File: src/rtl/fir_decim_fifo.sv
// Decimator and output buffer behind the FIR: keeps every DECIM-th valid sample,
// rounds/shifts/saturates it to OUT_WIDTH and queues it in a small valid/ready FIFO.
module fir_decim_fifo #(
  parameter int DATA_WIDTH = 16,
  parameter int OUT_WIDTH  = 12,
  parameter int SHIFT      = 4,
  parameter int DECIM      = 4,
  parameter int FIFO_DEPTH = 8
) (
  input  logic                          clk,
  input  logic                          rst,
  input  logic                          flush,
  input  logic                          in_valid,
  input  logic signed [DATA_WIDTH-1:0]  y_in,
  output logic                          m_valid,
  input  logic                          m_ready,
  output logic signed [OUT_WIDTH-1:0]   m_data,
  output logic [$clog2(FIFO_DEPTH):0]   fifo_count,
  output logic                          overflow,
  output logic                          sat,
  output logic [7:0]                    drop_count
);

  localparam int AW  = $clog2(FIFO_DEPTH);
  localparam int CW  = AW + 1;
  localparam int PW  = (DECIM > 1) ? $clog2(DECIM) : 1;
  localparam int TW  = DATA_WIDTH + 1;
  localparam int RSH = (SHIFT > 0) ? SHIFT - 1 : 0;

  localparam logic [CW-1:0]        DEPTH_C = CW'(FIFO_DEPTH);
  localparam logic [PW-1:0]        PH_LAST = PW'(DECIM - 1);
  localparam logic signed [TW-1:0] RND     = (SHIFT > 0) ? (TW'(1) <<< RSH) : '0;
  localparam logic signed [TW-1:0] OMAX    = TW'((2 ** (OUT_WIDTH - 1)) - 1);
  localparam logic signed [TW-1:0] OMIN    = TW'(-(2 ** (OUT_WIDTH - 1)));

  // One guard bit keeps the rounding add from wrapping at full-scale positive input.
  function automatic logic signed [TW-1:0] round_shift(input logic signed [DATA_WIDTH-1:0] x);
    logic signed [TW-1:0] t;
    t = {x[DATA_WIDTH-1], x} + RND;
    return t >>> SHIFT;
  endfunction

  // Returns {saturated flag, clamped value}.
  function automatic logic [OUT_WIDTH:0] saturate(input logic signed [TW-1:0] r);
    if (r > OMAX)      return {1'b1, OMAX[OUT_WIDTH-1:0]};
    else if (r < OMIN) return {1'b1, OMIN[OUT_WIDTH-1:0]};
    else               return {1'b0, r[OUT_WIDTH-1:0]};
  endfunction

  logic [PW-1:0]                phase;
  logic                         keep_p0;
  logic [OUT_WIDTH:0]           res_p0;
  logic                         vld_p1;
  logic signed [OUT_WIDTH-1:0]  data_p1;
  logic signed [OUT_WIDTH-1:0]  mem [FIFO_DEPTH];
  logic [AW-1:0]                wr_ptr, rd_ptr;
  logic [CW-1:0]                count;
  logic                         pop, push, drop;

  // ---- p0: phase select and arithmetic on the incoming sample
  assign keep_p0 = in_valid && (phase == '0);
  assign res_p0  = saturate(round_shift(y_in));

  // ---- p1 -> FIFO: push arbitration against a same-cycle pop
  assign m_valid    = (count != '0);
  assign pop        = m_valid && m_ready;
  assign push       = vld_p1 && ((count < DEPTH_C) || pop);
  assign drop       = vld_p1 && !push;
  assign m_data     = m_valid ? mem[rd_ptr] : '0;
  assign fifo_count = count;

  always_ff @(posedge clk) begin
    if (keep_p0) data_p1 <= res_p0[OUT_WIDTH-1:0];
    if (push)    mem[wr_ptr] <= data_p1;
  end

  always_ff @(posedge clk or posedge rst) begin
    if (rst) begin
      phase      <= '0;
      vld_p1     <= 1'b0;
      wr_ptr     <= '0;
      rd_ptr     <= '0;
      count      <= '0;
      overflow   <= 1'b0;
      sat        <= 1'b0;
      drop_count <= '0;
    end else if (flush) begin
      phase      <= '0;
      vld_p1     <= 1'b0;
      wr_ptr     <= '0;
      rd_ptr     <= '0;
      count      <= '0;
      overflow   <= 1'b0;
      sat        <= 1'b0;
      drop_count <= '0;
    end else begin
      if (in_valid) phase <= (phase == PH_LAST) ? '0 : phase + 1'b1;
      vld_p1 <= keep_p0;
      if (keep_p0 && res_p0[OUT_WIDTH]) sat <= 1'b1;
      if (push) wr_ptr <= wr_ptr + 1'b1;
      if (pop)  rd_ptr <= rd_ptr + 1'b1;
      case ({push, pop})
        2'b10:   count <= count + 1'b1;
        2'b01:   count <= count - 1'b1;
        default: count <= count;
      endcase
      if (drop) begin
        overflow <= 1'b1;
        if (drop_count != 8'hFF) drop_count <= drop_count + 1'b1;
      end
    end
  end

endmodule

File: config.mk
export PLATFORM = sky130hd
export DESIGN_NAME = fir_decim_fifo
export DESIGN_NICKNAME = d
export VERILOG_FILES = /design/src/rtl/fir_decim_fifo.sv
export SDC_FILE = /design/constraint.sdc
export NUM_CORES = 1
export LEC_CHECK = 0
export ABC_AREA = 0
export CAP_MARGIN = 20
export CORE_MARGIN = 4
export CORE_UTILIZATION = 40
export CTS_CLUSTER_SIZE = 25
export DETAILED_ROUTE_END_ITERATION = 6
export PLACE_DENSITY = 0.71
export SLEW_MARGIN = 20
export SYNTH_ARGS = -nofsm -noshare
export SYNTH_HDL_FRONTEND = slang
export SYNTH_SLANG_ARGS = --single-unit
File: constraint.sdc
create_clock -name clk -period 5 [get_ports clk]
set_input_delay 1.5 -clock clk [delete_from_list [all_inputs] [get_ports clk]]
set_output_delay 1.5 -clock clk [all_outputs]
set_load 0.02 [all_outputs]
### Yosys cells after proc, flatten, opt, wreduce, memory -nomap -nowiden

Memory sizes are Yosys's and may differ from the RTL's.
Index checks and enable logic that the tools add are counted.

* bits in writable memories: 96
* bits of input ports: 21
* output and inout port bits: 27
* bits in registers: 35
* word-level logic and storage cells: 63
* memories: 1

Memory list
* mem: words 8, bits a word 12, read ports 1, clocked after memory_dff 0, wr ports 1, line 55 `logic signed [OUT_WIDTH-1:0] mem [FIFO_DEPTH];`

* muxes and demuxes: 22
* equality and inequality tests: 4
* order comparisons: 3
* add/subtract/negate cells: 7
* reductions and logical operators: 17

Operators by type and width (number)
* $mux W13: 2
* $mux W8: 3
* $add A16 B5 Y17 const B: 1
* $gt A13 B12 Y1 const B: 1
* $lt A13 B12 Y1 const B: 1
* $mux W12: 1
* $mux W3: 4
* $reduce_bool A2 Y1: 6
* $add A8 B1 Y8 const B: 1
* $ne A8 B8 Y1 const B: 1
* $pmux W4 S2: 1
* $mux W1: 7
* $add A3 B1 Y3 const B: 2
* $mux W2: 3
* $logic_and A1 B1 Y1: 5
* $add A4 B1 Y4 const B: 1
* $eq A2 B2 Y1 const B: 2
* $lt A4 B4 Y1 const B: 1
* $mux W4: 1
* $reduce_bool A4 Y1: 1
* $sub A4 B1 Y4 const B: 1
* $reduce_bool A3 Y1: 1
* $add A2 B1 Y2 const B: 1
* $eq A2 B1 Y1 const B: 1
* 4 further kinds: 4

### Depth between registers and ports, before layout

* depth after elaboration: 8
* gate-level depth with buffers: 7
* gate-level depth less buffers: 7

### Least setup slack after synthesis

OpenSTA, ideal clock, no wires.

* path kind: input-to-reg
* start: input port m_ready
* end: memory mem[0][0] (enable)
* library setup time: 0.396 ns
* arrival time: 2.947 ns
* data required time: 4.604 ns
* cell stages on the path: 4
* path slack: 1.657 ns
* cell sequence: nand2b_1 nand2_1 or2_2 nor3_1

* longest elaborated chain between the ends: 5

Ends and longest elaborated chain
* start, declared: line 16 `input logic m_ready,`
* $logic_and A1 B1 Y1: line 66 `assign pop = m_valid && m_ready;`
* $logic_or A1 B1 Y1: line 67 `assign push = vld_p1 && ((count < DEPTH_C) || pop);`
* $logic_and A1 B1 Y1: line 67
* $mux W1: line 74 `if (push) mem[wr_ptr] <= data_p1;`
* $mux W1 (not written as such): line 74
* end, declared: line 55

Every way passes these cells.

### Worst setup path after layout

* start: register rd_ptr[0]
* end: output port m_data[11]

* longest elaborated chain between the ends: 2

Ends and longest elaborated chain
* start, declared: line 56 `logic [AW-1:0] wr_ptr, rd_ptr;`
* start signal, assigned: line 101 `if (pop) rd_ptr <= rd_ptr + 1'b1;`
* $mem_v2 Z8 W12
* $mux W12: line 69 `assign m_data = m_valid ? mem[rd_ptr] : '0;`
* end, declared: line 17 `output logic signed [OUT_WIDTH-1:0] m_data,`

Every way passes these cells.

==> impl_summary.md <==
GRT
The global-route wire length before repair is ~17000 um. The initial antenna violation count was 0. The via count of the first global-routing pass came to 3278.

Entering global routing, the biggest net connects 27 pins. The overall fraction of global-route tracks in use is 0.1393. After global routing the overflow that remains totals 0.

Synth
The total nets after synthesis is approximately 390. The number of instances in the synthesized netlist is roughly 350. Of the synthesized area, sequential elements account for 0.6808. In the synthesized netlist the dominant register cell turns out to be edfxtp_1. The number of synthesized flops with an enable pin is 108. After synthesis the netlist holds a flip-flop and latch count of 131. In the synthesized netlist, the cells that appear most often are edfxtp_1 (108), nor2_1 (39), mux4_2 (24). The synthesized cell area is between 5000 and 6000 um^2. Yosys instantiated no cell more often than edfxtp_1. In the post-synthesis netlist, the biggest area contributors are edfxtp_1 (58%), dfrtp_1 (10%), mux4_2 (9.6%). The area share of the leading cell type in the synthesized netlist is 0.5782. The synthesized netlist contains 41 unique library cells. The total number of yosys warnings is 0.

After synthesis, the mean cell area works out to about 16 um^2. Summed over all instances, the cell type with the most area after synthesis is edfxtp_1. In the synthesized netlist the async set-or-reset flop fraction comes to 0.1756.

Cells and area
Fill cells in the final layout number approximately 1100. The antenna cell count is 0. Relative to the synthesized area, the layout overhead comes to 23.47%. The footprint of the multi-input gates is 1709 um^2. The sequential cell area is 3819 um^2. The total number of nets in the final design is 444. Summing all non-filler instances in the final layout gives an area of 6925 um^2. The fraction of layout instances using a drive strength above 1 is 0.1596. For this run, the share of the core covered by cells in the final layout is 0.5009.

Place
Buffers placed on the I/O ports in this run total 44. The standard cell area after detailed placement is 6295 um^2. OpenSTA, run right after detailed placement, puts the worst setup slack at 1.121 ns. After legalization and detailed placement, the total HPWL measured 6541 um. The congestion estimate from routability-driven global placement came to 0.8199.

Setup path
Traced cell by cell, the critical path runs through buf_4, mux4_2, mux2i_1, nor2_1, clkdlybuf4s50_1. The path depth of the worst reg2reg path is 7. The highest cell delay on the worst timing path is 0.56 ns. By startpoint and endpoint, the worst setup path is classified as flip-flop to output port. Data arrives at the worst endpoint at 2.60 ns. The standard cell with the maximum stage delay on the critical path is mux4_2. In this run the critical register-to-register path is captured at fifo_count[3]. STA classifies the critical path startpoint as a flip-flop. The family with the most delay on the worst path is buffers and inverters. Counting both buffers and inverters, the worst setup path holds a total of 2.

In this run the critical register-to-register path is launched from fifo_count[0]. The category of the worst setup path capture point is an output port. The biggest fanout along the worst timing path is 26. For flop-to-flop paths, the worst setup slack is approximately 2.6 ns. For the worst setup path, the data required time is 3.50 ns.

Clocking
The tree built by TritonCTS fans out to 131 sinks. The post-CTS setup buffer count is 0. The cell at the root of the clock tree is clkbuf_16. The total CTS buffers is 17. The maximum root-to-sink buffer count is 2. The number of hold buffers added after CTS was 0. The post-cts repair resize count is 0.

TritonCTS built the clock tree. The clock latency of the later-clocked register in the worst-skew pair is roughly 0.4 ns. After clock tree synthesis, the clock-pin slew on the worst setup and hold paths is 0.06 ns. CTS built an H-tree with a depth of 4.

Timing
Based on the critical path, the design can be clocked at up to 243.9 MHz. The worst path needs 4.101 ns of the cycle, external delays included. For the final routed database, the setup TNS stands at 0 ns. The transition time of the tightest slew-check pin is 0.8977 ns. Measured against its own limit, the worst slew margin works out to 0.3997. The number of failing hold endpoints at the final stage came to 0. The final count of negative-setup-slack endpoints is 0. The post-route clock period utilization is 0.8202.

The max-slew violation count is 0. Setup repair after global routing left no endpoint under its margin. Between clock sinks in the finished design, the worst skew comes to around 0.0066 ns.

The final worst-path setup slack is roughly 0.9 ns.

Floorplan
The area of the die is 15980 um^2. The floorplan die width is 126.4 um. The core region is 13830 um^2. The floorplan step set the die height to ~130 um. For this configuration, the core starts out at a cell density of 0.4057. 48 I/O pins were placed.

In this run the core area contains 43 standard-cell rows.

Pwr
The part of the power in the clock network is 0.378. Of the total power, combinational logic draws 0.244. The largest vdd supply drop is 0.2109 mV. The analysis attributes to net switching a power of 0.0009460 W. The power share of the sequential group is 0.378. The internal portion of total power is 0.002489 W. The net switching share of the total power is 0.2754. In this run the power density over the cells is a little under 500 nW/um^2. The analysis attributes to cell leakage a power of 2.366 nW.

Run
The tool flagged a number of max-cap violations equal to 0.

Min path
The path class of the tightest hold or removal check is flip-flop to flip-flop. The path with the worst hold slack has its endpoint at overflow. The number of stages on the worst hold path is 2. The startpoint of the lowest-slack hold path is overflow.

Routing
The routed layout has 3145 vias. The final routed wire length divided by cell count is roughly 17 um. The first detailed-routing pass took 4 iterations. The post-detailed-route DRC marker count is 0.

For this block, the initial DRC count from the detailed router was 187. Once detail routing completed, the nets flagged for antenna violations numbered 0. The routed via count divided by cell count is 5.190. The total wire length after detailed routing is 10490 um.

Outcome
The flow ran to the end, and the final reports show no timing, DRC or antenna violations.
==> routing by layer <==
| metal | vias to the layer above | wire, um | share of wire | GRT usage |
|---|---|---|---|---|
| met5 | - | 0 | 0 | 0 |
| met4 | 0 | 82 | 0.0078 | 0.04164 |
| met3 | 6 | 432 | 0.041 | 0.04211 |
| met2 | 72 | 5471 | 0.52 | 0.2382 |
| met1 | 1578 | 4504 | 0.43 | 0.1711 |
| li1 | 1489 | - | - | - |
==> power groups by stage <==
stage | sequential [W] | combinational [W] | clock [W]
3_3_place_gp | 0.00132 | 0.000842 | 0
4_1_cts | 0.00130 | 0.000858 | 0.00132
5_1_grt | 0.00131 | 0.000908 | 0.00138
6_report | 0.00130 | 0.000838 | 0.00130
3_5_place_dp | 0.00132 | 0.000855 | 0
2_1_floorplan | 0.00132 | 0.000530 | 0
==> worst max-delay path by stage <==
stage               startpoint    endpoint  slack [ns]  depth (start not counted)
floorplan              m_ready   mem[0][0]        1.66                          4
global placement       m_ready   mem[2][9]        1.20                          6
detailed placement     m_ready   mem[2][9]        1.12                          6
CTS                  rd_ptr[0]  m_data[11]        0.85                          5
global route         rd_ptr[0]   m_data[2]        0.75                          5
finish               rd_ptr[0]  m_data[11]        0.90                          5
==> state kept, by name, indices dropped and copies added, names as in the netlist <==
name / flops
drop_count: 8
sat: 1
phase: 2
vld_p1: 1
data_p1: 12
mem: 96
wr_ptr: 3
rd_ptr: 3
fifo_count: 4
overflow: 1
==> metrics by stage <==
step	hold slack (ns)	total power, W	std cells
6_report	0.5214	0.003435	606
5_1_grt	0.5541	0.003595	606
4_1_cts	0.5273	0.003477	606
3_5_place_dp	0.5109	0.002176	574
3_3_place_gp	0.4851	0.002158	574
2_1_floorplan	0.5125	0.001847	354
==> layout make-up <==
type / instances / share of cell area
Tap cell: 180 / 0.03252
Sequential cell: 131 / 0.5514
Clock buffer: 18 / 0.06197
Multi-Input combinational cell: 203 / 0.2468
Clock inverter: 14 / 0.02909
Inverter: 5 / 0.002710
Timing Repair Buffer: 55 / 0.07552
==> placed cells by master (no fill, tap or decap), drive strengths merged, types with 11 or more instances in the layout <==
| cell | instances |
|---|---|
| a21oi | 14 |
| buf | 11 |
| clkbuf | 18 |
| clkdlybuf4s50 | 44 |
| dfrtp | 23 |
| edfxtp | 108 |
| mux2i | 17 |
| mux4 | 24 |
| nand2 | 14 |
| nand3 | 15 |
| nor2 | 39 |
| xor2 | 12 |
==> tightest hold or removal path, delay by kind of cell, from the launching register on <==
kind | cells | cell delay [ns]
flops | 1 | 0.34
simple gates | 2 | 0.13
==> cell families after synthesis <==
logic type | Yosys count | share of synthesized area
AO/OA/AOI/OAI | 33 | 0.03681
multiplexers | 41 | 0.1267
adder cells (fa/ha/maj) | 10 | 0.02365
buffers and inverters | 20 | 0.01450
XOR/XNOR | 19 | 0.02967
flip-flops | 131 | 0.6808
AND/OR/NAND/NOR | 100 | 0.08789
Note: power is estimated with default switching activity, not from simulation.
